### config.mk
export PLATFORM = sky130hd
export DESIGN_NAME = collision_scan
export DESIGN_NICKNAME = d
export VERILOG_FILES = /design/src/rtl/collision_scan.sv
export SDC_FILE = /design/constraint.sdc
export NUM_CORES = 1
export LEC_CHECK = 0
export CAP_MARGIN = 20
export CORE_AREA = 2 2 420 422
export DETAILED_ROUTE_END_ITERATION = 10
export DIE_AREA = 0 0 422 424
export PLACE_DENSITY_LB_ADDON = 0.1
export SKIP_LAST_GASP = 1
export SYNTH_ARGS = -nofsm -noshare
export SYNTH_HDL_FRONTEND = slang
export SYNTH_SLANG_ARGS = --single-unit
### constraint.sdc
create_clock -name clk -period 15.35 [get_ports clk]
set_input_delay 3.07 -clock clk [delete_from_list [all_inputs] [get_ports clk]]
set_output_delay 3.07 -clock clk [all_outputs]
set_load 0.005 [all_outputs]
### src/rtl/collision_scan.sv
// rtl/collision_scan.sv - sequential sprite collision scanner, one pair per clock.
// Optional pair-log FIFO compiled in with COLLISION_PAIR_LOG_EN.
module collision_scan #(
  parameter int N_MOBILE  = 15,
  parameter int N_FIXED   = 17,
  parameter int HIT_SIZE  = 20,
  parameter int LOG_DEPTH = 16,
  localparam int MAX_N = (N_MOBILE > N_FIXED) ? N_MOBILE : N_FIXED,
  localparam int IDX_W = $clog2(MAX_N)
) (
  input  logic                    clk,
  input  logic                    reset,
  input  logic                    mod_enable,
  input  logic [32*N_MOBILE-1:0]  s_mobile,
  input  logic [32*N_FIXED-1:0]   s_fixed,
  output logic [2*N_MOBILE-1:0]   flags,
  output logic                    busy,
  output logic                    done,
  output logic                    log_valid,
  output logic [2*IDX_W:0]        log_data,
  input  logic                    log_ready,
  output logic                    log_ovf
);

  localparam logic [2:0] ST_IDLE    = 3'd0;
  localparam logic [2:0] ST_LOAD    = 3'd1;
  localparam logic [2:0] ST_SCAN_MM = 3'd2;
  localparam logic [2:0] ST_SCAN_MF = 3'd3;
  localparam logic [2:0] ST_COMMIT  = 3'd4;

  localparam logic [IDX_W-1:0] M_LAST  = IDX_W'(N_MOBILE - 1);
  localparam logic [IDX_W-1:0] M_LAST2 = IDX_W'(N_MOBILE - 2);
  localparam logic [IDX_W-1:0] F_LAST  = IDX_W'(N_FIXED - 1);
  localparam logic [10:0]      HIT_W   = 11'(HIT_SIZE);

  logic [2:0]            state_q, state_d;
  logic [IDX_W-1:0]      i_q, i_d, j_q, j_d;
  logic [2*N_MOBILE-1:0] shadow_q, shadow_d;
  logic [2*N_MOBILE-1:0] flags_q, flags_d;
  logic                  done_q, done_d;

  logic [31:0] mob_q [N_MOBILE];
  logic [31:0] fix_q [N_FIXED];
  logic [31:0] a_w, b_w;
  logic [10:0] dx, dy, adx, ady;
  logic        hit;
  logic        load_en;
  logic [N_MOBILE-1:0] i_oh, j_oh;
  logic        unused_fields;

  assign load_en = (state_q == ST_LOAD) && mod_enable;

  // Snapshot carries no reset: it is always rewritten at LOAD before use.
  always_ff @(posedge clk) begin
    if (load_en) begin
      for (int k = 0; k < N_MOBILE; k++) mob_q[k] <= s_mobile[32*k +: 32];
      for (int k = 0; k < N_FIXED; k++)  fix_q[k] <= s_fixed[32*k +: 32];
    end
  end

  always_comb begin
    a_w = '0;
    b_w = '0;
    for (int k = 0; k < N_MOBILE; k++) begin
      if (i_q == IDX_W'(k)) a_w = mob_q[k];
      if ((state_q == ST_SCAN_MM) && (j_q == IDX_W'(k))) b_w = mob_q[k];
    end
    for (int k = 0; k < N_FIXED; k++) begin
      if ((state_q == ST_SCAN_MF) && (j_q == IDX_W'(k))) b_w = fix_q[k];
    end
  end

  // 11-bit differences of zero-extended coordinates cannot wrap.
  assign dx  = {1'b0, a_w[28:19]} - {1'b0, b_w[28:19]};
  assign dy  = {1'b0, a_w[18:9]}  - {1'b0, b_w[18:9]};
  assign adx = dx[10] ? (~dx + 11'd1) : dx;
  assign ady = dy[10] ? (~dy + 11'd1) : dy;
  assign hit = a_w[29] && b_w[29] && (adx < HIT_W) && (ady < HIT_W);

  assign i_oh = N_MOBILE'(1) << i_q;
  assign j_oh = N_MOBILE'(1) << j_q;
  assign unused_fields = ^{a_w[31:30], a_w[8:0], b_w[31:30], b_w[8:0]};

  always_comb begin
    state_d  = state_q;
    i_d      = i_q;
    j_d      = j_q;
    shadow_d = shadow_q;
    flags_d  = flags_q;
    done_d   = 1'b0;
    case (state_q)
      ST_IDLE: if (mod_enable) state_d = ST_LOAD;
      ST_LOAD: begin
        if (!mod_enable) begin
          state_d = ST_IDLE;
        end else begin
          state_d  = ST_SCAN_MM;
          i_d      = '0;
          j_d      = IDX_W'(1);
          shadow_d = '0;
        end
      end
      ST_SCAN_MM: begin
        if (!mod_enable) begin
          state_d = ST_IDLE;
        end else begin
          if (hit) shadow_d = shadow_q | {{N_MOBILE{1'b0}}, i_oh | j_oh};
          if (j_q == M_LAST) begin
            if (i_q == M_LAST2) begin
              state_d = ST_SCAN_MF;
              i_d     = '0;
              j_d     = '0;
            end else begin
              i_d = i_q + IDX_W'(1);
              j_d = i_q + IDX_W'(2);
            end
          end else begin
            j_d = j_q + IDX_W'(1);
          end
        end
      end
      ST_SCAN_MF: begin
        if (!mod_enable) begin
          state_d = ST_IDLE;
        end else begin
          if (hit) shadow_d = shadow_q | {i_oh, {N_MOBILE{1'b0}}};
          if (j_q == F_LAST) begin
            j_d = '0;
            if (i_q == M_LAST) state_d = ST_COMMIT;
            else               i_d = i_q + IDX_W'(1);
          end else begin
            j_d = j_q + IDX_W'(1);
          end
        end
      end
      ST_COMMIT: begin
        flags_d = shadow_q;
        done_d  = 1'b1;
        state_d = mod_enable ? ST_LOAD : ST_IDLE;
      end
      default: state_d = ST_IDLE;
    endcase
  end

  always_ff @(posedge clk or negedge reset) begin
    if (!reset) begin
      state_q  <= ST_IDLE;
      i_q      <= '0;
      j_q      <= '0;
      shadow_q <= '0;
      flags_q  <= '0;
      done_q   <= 1'b0;
    end else begin
      state_q  <= state_d;
      i_q      <= i_d;
      j_q      <= j_d;
      shadow_q <= shadow_d;
      flags_q  <= flags_d;
      done_q   <= done_d;
    end
  end

  assign flags = flags_q;
  assign done  = done_q;
  assign busy  = (state_q != ST_IDLE);

`ifdef COLLISION_PAIR_LOG_EN
  localparam int AW = $clog2(LOG_DEPTH);

  logic [2*IDX_W:0] mem_q [LOG_DEPTH];
  logic [AW:0]      wr_q, rd_q, count;
  logic             ovf_q, full, empty, push, pop;

  assign count = wr_q - rd_q;
  assign full  = (count == (AW+1)'(LOG_DEPTH));
  assign empty = (wr_q == rd_q);
  assign push  = hit && mod_enable && ((state_q == ST_SCAN_MM) || (state_q == ST_SCAN_MF));
  assign pop   = log_ready && !empty;

  always_ff @(posedge clk) begin
    if (push && !full) mem_q[wr_q[AW-1:0]] <= {(state_q == ST_SCAN_MF), i_q, j_q};
  end

  always_ff @(posedge clk or negedge reset) begin
    if (!reset) begin
      wr_q  <= '0;
      rd_q  <= '0;
      ovf_q <= 1'b0;
    end else begin
      if (push && !full) wr_q <= wr_q + (AW+1)'(1);
      if (pop)           rd_q <= rd_q + (AW+1)'(1);
      if (load_en)             ovf_q <= 1'b0;
      else if (push && full)   ovf_q <= 1'b1;
    end
  end

  assign log_valid = !empty;
  assign log_data  = mem_q[rd_q[AW-1:0]];
  assign log_ovf   = ovf_q;
`else
  logic unused_log;
  assign unused_log = log_ready ^ LOG_DEPTH[0];
  assign log_valid  = 1'b0;
  assign log_data   = '0;
  assign log_ovf    = 1'b0;
`endif

endmodule

Word-level counts from Yosys, hierarchy flattened
Memories as Yosys holds them, arrays and structs flattened.
Index checks and enable logic that the tools add are counted.
{ "totals": {"ramBits": 1024, "wordCells": 199, "register_bits": 74, "output_inout_bits": 45, "mem_count": 2} }
{ "op_classes": {"muxes": 83, "n_eq_ne": 47, "n_lt_le_gt_ge": 2, "n_bitwise": 5, "n_addsub": 7, "reduce_logical": 45, "n_shift": 2} }
{ "memory_table": {"columns": ["memory", "words", "word_bits", "rd", "rd_clocked_by_memory_dff", "write_ports", "line_no", "rtl"], "rows": [
  ["fix_q", 17, 32, 17, 0, 17, "43", "logic [31:0] fix_q [N_FIXED];"],
  ["mob_q", 15, 32, 15, 0, 15, "42", "logic [31:0] mob_q [N_MOBILE];"]
]} }
{ "op_table": {"columns": ["cell", "count"], "rows": [
  ["2-to-1 mux 30 bit", 52],
  ["case mux 30 bit (3 select lines)", 1],
  ["equality test 5 x 4 -> 1 bit (second input constant)", 15],
  ["2-to-1 mux 5 bit", 13],
  ["equality test 5 x 3 -> 1 bit (second input constant)", 8],
  ["logical AND 1 bit", 36],
  ["bitwise OR 30 x 15 -> 30 bit", 1],
  ["bitwise OR 30 bit", 1],
  ["case mux 5 bit (3 select lines)", 2],
  ["<< shifter 1 x 5 -> 15 bit (first input constant)", 2],
  ["adder 11 x 1 -> 11 bit (second input constant)", 2],
  ["less-than comparator 11 x 5 -> 1 bit (second input constant)", 2],
  ["2-to-1 mux 11 bit", 2],
  ["NOT 11 bit", 2],
  ["subtractor 10 x 10 -> 11 bit", 2],
  ["2-to-1 mux 3 bit", 7],
  ["equality test 5 x 2 -> 1 bit (second input constant)", 4],
  ["bitwise OR 15 bit", 1],
  ["case mux 3 bit (5 select lines)", 1],
  ["!= test 2 bit (second input constant)", 7],
  ["adder 5 x 1 -> 5 bit (second input constant)", 2],
  ["equality test 5 x 1 -> 1 bit (second input constant)", 2],
  ["logical NOT 5 bit", 2],
  ["!= test 3 x 2 -> 1 bit (second input constant)", 3],
  ["15 further kinds", 21]
]} }

Longest topological paths before layout
Gate-level depths: netlist of run 1.
{ "logic_depth": {"word_depth": 44, "ltp_mapped": 26, "ltp_nobuf": 20} }

Worst setup path after synthesis of run 1
Ideal clock, no wire load.
{ "synth_path": {"kind": "input-to-reg", "from": "in mod_enable", "to": "mem fix_q[3][9] (netlist: fix_q[0][105]) (enable)", "required_ns": 14.338, "setup_slack_ns": -2.276, "arrival_time_ns": 16.614, "cell_stages": 5, "setup_time_ns": 1.012, "n_path_buf": 2, "path_cell_list": "nand2_1 -> or3_1 -> clkbuf_1 -> clkbuf_1 -> inv_1"} }
{ "synth_lines": {"columns": ["item", "line_no", "rtl"], "rows": [
  ["from (decl)", "13", "input logic mod_enable,"],
  ["to (decl)", "43", null]
]} }

Final worst setup path of run 1
{ "layout_path": {"from": "reg j_q[0]", "to": "reg shadow_q[7]"} }
{ "layout_between": {"elab_chain_cells": 43, "word_cells_on_any_way": 103, "classes_between": "add/sub (4); order compare (2); eq/ne (18); shift (1); mux (37); bitwise (4); reduce/logical (37)"} }
{ "layout_rtl": {"columns": ["item", "line_no", "rtl"], "rows": [
  ["from (decl)", "37", "logic [IDX_W-1:0] i_q, i_d, j_q, j_d;"],
  ["from (signal assigned)", "156", "j_q <= j_d;"],
  ["logical NOT 5 bit", "66, 69", null],
  ["logical AND 1 bit", "66", "if ((state_q == ST_SCAN_MM) && (j_q == IDX_W'(k))) b_w = mob_q[k];"],
  ["2-to-1 mux 30 bit (15 in a row)", "66", null],
  ["2-to-1 mux 30 bit (17 in a row)", "69", "if ((state_q == ST_SCAN_MF) && (j_q == IDX_W'(k))) b_w = fix_q[k];"],
  ["subtractor 10 x 10 -> 11 bit", "74", "assign dx = {1'b0, a_w[28:19]} - {1'b0, b_w[28:19]};"],
  ["NOT 11 bit", "76", "assign adx = dx[10] ? (~dx + 11'd1) : dx;"],
  ["adder 11 x 1 -> 11 bit", "76", null],
  ["2-to-1 mux 11 bit", "76", null],
  ["less-than comparator 11 x 5 -> 1 bit", "78", "assign hit = a_w[29] && b_w[29] && (adx < HIT_W) && (ady < HIT_W);"],
  ["logical AND 1 bit (2 in a row)", "78", null],
  ["!= test 2 bit (no line)", null, null],
  ["AND reduction 6 bit (no line)", null, null],
  ["to (signal assigned)", "157", "shadow_q <= shadow_d;"],
  ["to (decl)", "38", "logic [2*N_MOBILE-1:0] shadow_q, shadow_d;"]
]} }
Several ways; a longest one is shown, not always the timed one. The select of a mux whose other input is x is not followed.
A chain may end at the register's enable or synchronous reset.

==> run_summary.xml, run 1 <==
<?xml version="1.0" encoding="UTF-8"?>
<metrics>
  <group name="power_and_ir_drop">
    <metric name="post-layout-total-power" unit="mW">8.04</metric>
    <metric name="power_leakage" unit="nW">16.0</metric>
    <metric name="power_per_cell_area" unit="mW/mm2">168</metric>
    <metric name="ir_worst_vdd" unit="V">0.000241</metric>
  </group>
  <group name="critical_path">
    <metric name="start_kind" unit="">flip-flop</metric>
    <metric name="worst_path_most_repeated_cell" unit="">sky130_fd_sc_hd__buf_4</metric>
    <metric name="worst-setup-path-type" unit="">reg2reg</metric>
    <metric name="cpPeakStageDelay" unit="ns">0.90</metric>
    <metric name="slowest_library_cell_on_the_worst_path" unit="">sky130_fd_sc_hd__o21ai_0</metric>
    <metric name="crit_chain" unit="">ha_2 -&gt; buf_4 -&gt; inv_1 -&gt; buf_4 -&gt; nor2_1 -&gt; buf_4 -&gt; a221oi_1 -&gt; o22a_1 -&gt; o21ai_0 -&gt; a21oi_1 -&gt; o21ai_0 -&gt; a41oi_1 -&gt; ha_1 -&gt; nor2b_1 -&gt; o2111a_1 -&gt; a2111oi_0 -&gt; o22ai_1 -&gt; a21o_1 -&gt; a222oi_1 -&gt; nand4_1 -&gt; buf_4 -&gt; o31ai_1</metric>
    <metric name="critical_path.max_fanout" unit="">30</metric>
    <metric name="worstPathArrival" unit="ns">8.78</metric>
    <metric name="critical_path_required" unit="ns">15.97</metric>
    <metric name="crit_end_category" unit="">flip-flop</metric>
  </group>
  <group name="clocking">
    <metric name="max-clock-path-buffers" unit="">3</metric>
    <metric name="tritoncts_num_sinks" unit="">746</metric>
    <metric name="cts.hold.buffers_added" unit="">0</metric>
    <metric name="setup_fix_bufs_post_cts" unit="">0</metric>
    <metric name="cts_max_level" unit="">3</metric>
    <metric name="clkTransAtPathRegs" unit="ns">0.06</metric>
    <metric name="cts_tree" unit="">yes</metric>
    <metric name="cts.root.buffer_cell" unit="">sky130_fd_sc_hd__clkbuf_16</metric>
    <metric name="clkLatencyLatePin" unit="ns">0.75</metric>
    <metric name="cts_repair_resize_count" unit="">0</metric>
    <metric name="cts_buffers" unit="">94</metric>
  </group>
  <group name="floorplan">
    <metric name="die_boundary_height" unit="um">424</metric>
    <metric name="ioPinCount" unit="">1073</metric>
    <metric name="initial_utilization" unit="%">19.7</metric>
    <metric name="core.rowCount" unit="">154</metric>
    <metric name="die_w" unit="um">422</metric>
    <metric name="floorplan.die_area" unit="mm2">0.179</metric>
    <metric name="coreArea" unit="mm2">0.175</metric>
  </group>
  <group name="logic_synthesis">
    <metric name="synth.ff_latch_count" unit="">746</metric>
    <metric name="ys_warn_count" unit="">0</metric>
    <metric name="synth_top_cells_by_count" unit="">672 x sky130_fd_sc_hd__edfxtp_1, 220 x sky130_fd_sc_hd__nand2_1, 217 x sky130_fd_sc_hd__nor2_1</metric>
    <metric name="yosys.cell_count.top_type" unit="">sky130_fd_sc_hd__edfxtp_1</metric>
    <metric name="synth-edff-count" unit="">672</metric>
    <metric name="synth_ff_type" unit="">sky130_fd_sc_hd__edfxtp_1</metric>
    <metric name="syn_avg_cell_area" unit="um2">12.3</metric>
    <metric name="synth.top_cell.area_share" unit="%">58.4</metric>
    <metric name="syn_inst" unit="">2800</metric>
    <metric name="synth_top_area_cell" unit="">sky130_fd_sc_hd__edfxtp_1</metric>
    <metric name="synth-async-reset-ratio" unit="%">9.92</metric>
    <metric name="seq_area_frac_synth" unit="%">63.8</metric>
    <metric name="post_synth_instance_area" unit="mm2">0.0346</metric>
    <metric name="synth_top_cells_by_area" unit="">sky130_fd_sc_hd__edfxtp_1 58%, sky130_fd_sc_hd__dfrtp_1 5.4%, sky130_fd_sc_hd__a21oi_1 2.5%</metric>
    <metric name="post_synth_num_cell_types" unit="">95</metric>
  </group>
  <group name="global_route">
    <metric name="grt.total_usage" unit="%">23.4</metric>
    <metric name="overflow" unit="">0</metric>
    <metric name="via_count_of_the_first_global_routing_pass" unit="">29400</metric>
    <metric name="global_route_wire_length_before_repair" unit="mm">281</metric>
    <metric name="grt_antenna_before_repair" unit="">99</metric>
    <metric name="grt_start_max_net_pins" unit="">77</metric>
  </group>
  <group name="route">
    <metric name="drt_iter0_drc" unit="">3003</metric>
    <metric name="route.detailed.wl_per_inst" unit="um">36.3</metric>
    <metric name="final_antenna_net_count" unit="">0</metric>
    <metric name="drc" unit="">0</metric>
    <metric name="num_vias" unit="">30200</metric>
    <metric name="detail_route.wirelength" unit="mm">217</metric>
    <metric name="routed_via_count_divided_by_cell_count" unit="">5.05</metric>
    <metric name="number_of_iterations_in_the_first_detailed_routing_pass" unit="">8</metric>
  </group>
  <group name="cells_and_area">
    <metric name="fill_cells" unit="">18400</metric>
    <metric name="drive_gt1_share" unit="%">10.4</metric>
    <metric name="area.growth.synth_to_final" unit="%">38.7</metric>
    <metric name="fin_nets" unit="">4607</metric>
  </group>
  <group name="placed_design">
    <metric name="dp_hpwl" unit="mm">166</metric>
    <metric name="finalWeightedCongestion" unit="">0.913</metric>
    <metric name="buffer_ports.inserted" unit="">706</metric>
  </group>
  <group name="timing">
    <metric name="setup_tns" unit="ns">0</metric>
    <metric name="timing.slew.headroom" unit="%">18.5</metric>
    <metric name="finalSetupViolCount" unit="">0</metric>
    <metric name="post-route-period-util" unit="%">53.1</metric>
    <metric name="finalHoldViolCount" unit="">0</metric>
    <metric name="rsz0062_at_grt" unit="">false</metric>
    <metric name="clock.fmax" unit="MHz">123</metric>
    <metric name="worst_skew" unit="ns">0.0512</metric>
    <metric name="period_minus_slack" unit="ns">8.16</metric>
    <metric name="final_slew_violations" unit="">0</metric>
    <metric name="worst_max_slew_pin_slew" unit="ns">1.19</metric>
  </group>
  <group name="status">
    <metric name="status" unit="">complete, no violations</metric>
  </group>
  <group name="flow_run">
    <metric name="drv.max_cap_violation_count" unit="">0</metric>
  </group>
  <group name="worst_hold_path">
    <metric name="timing.hold.worst.class" unit="">reg2reg</metric>
  </group>
</metrics>
registers in the layout, summed over array words and instances (netlist names):
signal,flops
state_q,3
i_q,5
done,1
shadow_q,30
j_q,5
flags,30
mob_q,315
fix_q,357
metrics by stage:
step	hold slack [ns]	instances	setup slack [ns]	utilization (%)	cell area, um2
after global routing	0.507	5970	7.00	27.4	47900
after global placement	0.473	5784	7.35	25.5	44700
after CTS	0.486	5958	7.29	27.3	47800
after floorplan	0.443	2812	1.05	-	34600
final	0.478	5981	7.19	27.4	47900
after detailed placement	0.474	5785	7.35	25.6	44700
worst max-delay path, delay by kind of cell, from the launching register on:
family                     cells  cell delay, ns
and+or+nand+nor                3            0.58
DFF                            1            0.45
buffers and inverters          5            1.55
AOI/OAI and AO/OA             12            4.27
adders and majority gates      2            1.10
logic make-up after synthesis:
logic type / Yosys count / synth area share [%]
adder cells (fa/ha/maj): 36 / 1.35
multiplexers: 36 / 1.16
buffers and inverters: 229 / 2.98
AND/OR/NAND/NOR: 771 / 11.0
flip-flops: 746 / 63.8
AO/OA/AOI/OAI: 968 / 19.4
other: 1 / 0.0109
XOR/XNOR: 13 / 0.351
final timing paths:
| path | start | to | slack [ns] | cells after the start |
|---|---|---|---|---|
| min | shadow_q[26]$_DFFE_PN0P_ | shadow_q[26]$_DFFE_PN0P_ | 0.48 | 2 |
| max | j_q[0]$_DFFE_PN0P_ | shadow_q[7]$_DFFE_PN0P_ | 7.19 | 22 |
| min reg2reg | shadow_q[26]$_DFFE_PN0P_ | shadow_q[26]$_DFFE_PN0P_ | 0.48 | 2 |
| max in group asynchronous | reset | j_q[3]$_DFFE_PN0P_ | 12.58 | 2 |
| min in group asynchronous | reset | shadow_q[5]$_DFFE_PN0P_ | 2.19 | 1 |
| max reg2reg | j_q[0]$_DFFE_PN0P_ | shadow_q[7]$_DFFE_PN0P_ | 7.19 | 22 |
routing by layer:
metal / up-vias / routed length, um / global-route usage (%)
li1: 12800 / - / -
met1: 15400 / 91900 / 30.5
met3: 318 / 17800 / 6.42
met2: 1653 / 100000 / 37.5
met5: - / 556 / 0
met4: 82 / 6610 / 7.18
report_power, final:
group	internal (mW)	switching, mW	leakage (nW)	total, mW
logic	1.00	2.05	7.30	3.05
clock network	1.32	0.968	1.53	2.29
registers	2.54	0.165	7.19	2.70
layout make-up:
class | instances | area, um2 | share of cell area, %
sequential | 746 | 22000 | 46.0
tap | 2340 | 2930 | 6.11
multi-input combinational | 1837 | 11600 | 24.2
timing repair buffer | 841 | 8120 | 16.9
antenna | 21 | 52.6 | 0.110
inverter | 23 | 90.1 | 0.188
clock inverter | 64 | 654 | 1.37
clock buffer | 109 | 2440 | 5.09
cell usage in the layout, fill, tap and decap left out, drive strengths merged, types with 18 or more instances in the layout:
cell type,count
nor2b,19
o21ai,168
inv,27
o22ai,92
nor4,18
a211oi,63
a221o,37
nand2,221
a21oi,174
o211ai,28
clkinv,45
a32oi,26
mux2,32
o2111ai,21
a211o,22
a31oi,49
clkdlybuf4s50,705
o31ai,25
buf,136
diode,21
a22oi,28
nand3,102
a221oi,69
edfxtp,672
dfrtp,74
nor2,221
o221ai,38
ha,34
nand4,22
clkbuf,109
nor3,50
Power figures use the tool's default switching activity.
==> run 2, diff against run 1 <==
==> constraint.sdc (replaced) <==
create_clock -name clk -period 7.5 [get_ports clk]
set_input_delay 1.5 -clock clk [delete_from_list [all_inputs] [get_ports clk]]
set_output_delay 1.5 -clock clk [all_outputs]
set_load 0.005 [all_outputs]
==> run_summary.xml, run 2 (synthesis gave the netlist of run 1 again) <==
<?xml version="1.0" encoding="UTF-8"?>
<metrics>
  <group name="floorplan">
    <metric name="ioPinCount" unit="">1073</metric>
    <metric name="die_boundary_height" unit="um">424</metric>
    <metric name="floorplan.die_area" unit="mm2">0.179</metric>
    <metric name="initial_utilization" unit="%">19.7</metric>
    <metric name="coreArea" unit="mm2">0.175</metric>
    <metric name="die_w" unit="um">422</metric>
    <metric name="core.rowCount" unit="">154</metric>
  </group>
  <group name="route">
    <metric name="route.detailed.wl_per_inst" unit="um">35.7</metric>
    <metric name="final_antenna_net_count" unit="">0</metric>
    <metric name="number_of_iterations_in_the_first_detailed_routing_pass" unit="">8</metric>
    <metric name="drc" unit="">0</metric>
    <metric name="drt_iter0_drc" unit="">3847</metric>
    <metric name="num_vias" unit="">31000</metric>
    <metric name="routed_via_count_divided_by_cell_count" unit="">5.05</metric>
    <metric name="detail_route.wirelength" unit="mm">219</metric>
  </group>
  <group name="critical_path">
    <metric name="worst-setup-path-type" unit="">reg2reg</metric>
    <metric name="r2r_setup_slack" unit="ns">0.40</metric>
    <metric name="worstReg2RegEnd" unit="">shadow_q[5]$_DFFE_PN0P_</metric>
    <metric name="start_kind" unit="">flip-flop</metric>
    <metric name="r2r-start" unit="">j_q[1]$_DFFE_PN0P_</metric>
    <metric name="crit_end_category" unit="">flip-flop</metric>
    <metric name="ff2ff_path_depth" unit="">21</metric>
    <metric name="critical_path.max_fanout" unit="">30</metric>
    <metric name="critical_path_required" unit="ns">8.13</metric>
    <metric name="worstPathArrival" unit="ns">7.73</metric>
  </group>
  <group name="cells_and_area">
    <metric name="fin_area" unit="mm2">0.0493</metric>
    <metric name="mostFrequentLayoutCell" unit="">sky130_fd_sc_hd__clkdlybuf4s50_1</metric>
    <metric name="leading_registers_by_flop_count" unit="">fix_q x357, mob_q x315</metric>
    <metric name="fin_nets" unit="">4778</metric>
    <metric name="layout.cells.most_common_list" unit="">705 x sky130_fd_sc_hd__clkdlybuf4s50_1, 672 x sky130_fd_sc_hd__edfxtp_1, 292 x sky130_fd_sc_hd__buf_4</metric>
    <metric name="drive_gt1_share" unit="%">14.1</metric>
    <metric name="seq_area" unit="mm2">0.0220</metric>
    <metric name="multi_input_comb_area" unit="mm2">0.0116</metric>
    <metric name="area.growth.synth_to_final" unit="%">42.7</metric>
    <metric name="largest_register_ffs" unit="">357</metric>
    <metric name="top_register" unit="">fix_q</metric>
    <metric name="fill_cells" unit="">18300</metric>
  </group>
  <group name="timing">
    <metric name="clock.fmax" unit="MHz">141</metric>
    <metric name="finalHoldViolCount" unit="">0</metric>
    <metric name="post-route-period-util" unit="%">94.7</metric>
    <metric name="worst_max_slew_pin_slew" unit="ns">1.21</metric>
    <metric name="period_minus_slack" unit="ns">7.10</metric>
    <metric name="timing.slew.headroom" unit="%">18.6</metric>
    <metric name="setup_tns" unit="ns">0</metric>
    <metric name="fin_hold_ws" unit="ns">0.479</metric>
    <metric name="rsz0062_at_grt" unit="">false</metric>
    <metric name="worst_skew" unit="ns">0.0518</metric>
    <metric name="final_slew_violations" unit="">0</metric>
    <metric name="finalSetupViolCount" unit="">0</metric>
  </group>
  <group name="status">
    <metric name="status" unit="">complete, no violations</metric>
  </group>
  <group name="clocking">
    <metric name="cts_tree" unit="">yes</metric>
    <metric name="cts.hold.buffers_added" unit="">0</metric>
    <metric name="cts_buffers" unit="">96</metric>
    <metric name="clkLatencyLatePin" unit="ns">0.77</metric>
    <metric name="tritoncts_num_sinks" unit="">746</metric>
    <metric name="max-clock-path-buffers" unit="">3</metric>
    <metric name="cts.root.buffer_cell" unit="">sky130_fd_sc_hd__clkbuf_16</metric>
    <metric name="cts_max_level" unit="">3</metric>
    <metric name="clkTransAtPathRegs" unit="ns">0.06</metric>
    <metric name="setup_fix_bufs_post_cts" unit="">0</metric>
  </group>
  <group name="worst_hold_path">
    <metric name="timing.hold.worst.class" unit="">reg2reg</metric>
    <metric name="number_of_cells_on_the_worst_hold_path" unit="">2</metric>
    <metric name="min_from" unit="">shadow_q[27]$_DFFE_PN0P_</metric>
    <metric name="hold_path_end" unit="">shadow_q[27]$_DFFE_PN0P_</metric>
  </group>
  <group name="global_route">
    <metric name="grt_antenna_before_repair" unit="">80</metric>
    <metric name="global_route_wire_length_before_repair" unit="mm">285</metric>
    <metric name="overflow" unit="">0</metric>
    <metric name="grt_start_max_net_pins" unit="">160</metric>
    <metric name="via_count_of_the_first_global_routing_pass" unit="">30100</metric>
    <metric name="grt.total_usage" unit="%">23.7</metric>
  </group>
  <group name="power_and_ir_drop">
    <metric name="power_per_cell_area" unit="mW/mm2">351</metric>
    <metric name="ir_worst_vdd" unit="V">0.000314</metric>
    <metric name="power_leakage" unit="nW">16.9</metric>
  </group>
  <group name="flow_run">
    <metric name="drv.max_cap_violation_count" unit="">0</metric>
  </group>
  <group name="placed_design">
    <metric name="finalWeightedCongestion" unit="">0.930</metric>
    <metric name="postPlaceCellArea" unit="mm2">0.0462</metric>
    <metric name="dp_hpwl" unit="mm">173</metric>
    <metric name="buffer_ports.inserted" unit="">706</metric>
  </group>
</metrics>
run 2: changes by cell type in the layout (fill, tap and decap cells not counted), sizes merged:
cell,before,now
buf,136,305
bufinv,11,9
clkbuf,109,119
clkinv,45,34
diode,21,10
inv,27,28
run 2: worst max-delay path: stages, from the launching register on:
cell and delay [ns]:
sky130_fd_sc_hd__dfrtp_1 0.43, sky130_fd_sc_hd__inv_1 0.10, sky130_fd_sc_hd__ha_1 0.49, sky130_fd_sc_hd__or4b_2 0.92, sky130_fd_sc_hd__nand3_1 0.19, sky130_fd_sc_hd__a21oi_1 0.08, sky130_fd_sc_hd__a2111oi_0 0.90, sky130_fd_sc_hd__buf_4 0.25
sky130_fd_sc_hd__o31ai_1 0.07, sky130_fd_sc_hd__o211ai_1 0.27, sky130_fd_sc_hd__o211ai_1 0.34, sky130_fd_sc_hd__a221oi_1 0.52, sky130_fd_sc_hd__buf_4 0.19, sky130_fd_sc_hd__ha_1 0.23, sky130_fd_sc_hd__a21oi_1 0.16, sky130_fd_sc_hd__nor2b_1 0.06
sky130_fd_sc_hd__a311oi_1 0.42, sky130_fd_sc_hd__mux2_2 0.42, sky130_fd_sc_hd__a211oi_1 0.25, sky130_fd_sc_hd__nand4_1 0.20, sky130_fd_sc_hd__buf_12 0.22, sky130_fd_sc_hd__o31ai_1 0.23
run 2: report_power, final:
part | internal (mW) | total (mW) | switching (mW)
logic | 2.72 | 7.07 | 4.35
clock network | 2.71 | 4.69 | 1.98
registers | 5.20 | 5.56 | 0.369
run 2: through the flow:
| step | cells | setup slack [ns] | total power, mW | util, % |
|---|---|---|---|---|
| 2_1_floorplan | 2812 | -4.92 | 9.14 | - |
| 3_3_place_gp | 5956 | 0.258 | 12.6 | 26.4 |
| 3_5_place_dp | 5956 | 0.284 | 12.6 | 26.4 |
| 4_1_cts | 6127 | 0.244 | 17.4 | 28.2 |
| 5_1_grt | 6133 | 0.0505 | 18.1 | 28.2 |
| 6_report | 6137 | 0.397 | 17.3 | 28.2 |
run 2: final cells by class:
cell class,instances,share of cell area (%)
timing repair buffer,1010,19.3
inverter,23,0.183
clock inverter,52,1.13
antenna,10,0.0508
multi-input combinational,1837,23.6
tap,2340,5.94
sequential,746,44.7
clock buffer,119,5.15
run 2: worst max-delay path by stage:
stage	from	endpoint	slack (ns)
detailed placement	j_q[0]$_DFFE_PN0P_	shadow_q[9]$_DFFE_PN0P_	0.28
global route	state_q[0]$_DFFE_PN0P_	shadow_q[0]$_DFFE_PN0P_	0.05
global placement	j_q[0]$_DFFE_PN0P_	shadow_q[3]$_DFFE_PN0P_	0.26
finish	j_q[1]$_DFFE_PN0P_	shadow_q[5]$_DFFE_PN0P_	0.40
floorplan	mod_enable	fix_q[0][105]$_DFFE_PP_	-4.92
CTS	j_q[0]$_DFFE_PN0P_	shadow_q[9]$_DFFE_PN0P_	0.24
run 2: what timing repair did:
action | CTS | global route
endpoints found under the hold margin | 0 | 0
gates resized for setup | 0 | 2
setup endpoints to repair | 0 | 30
run 2: per-layer routing:
metal | part of all wire [%] | global-route usage, % | vias to the layer above
met4 | 3.2 | 7.21 | 76
li1 | - | - | 13100
met1 | 43 | 31.3 | 15800
met3 | 8.0 | 6.05 | 326
met5 | 0.22 | 0 | -
met2 | 46 | 37.8 | 1678
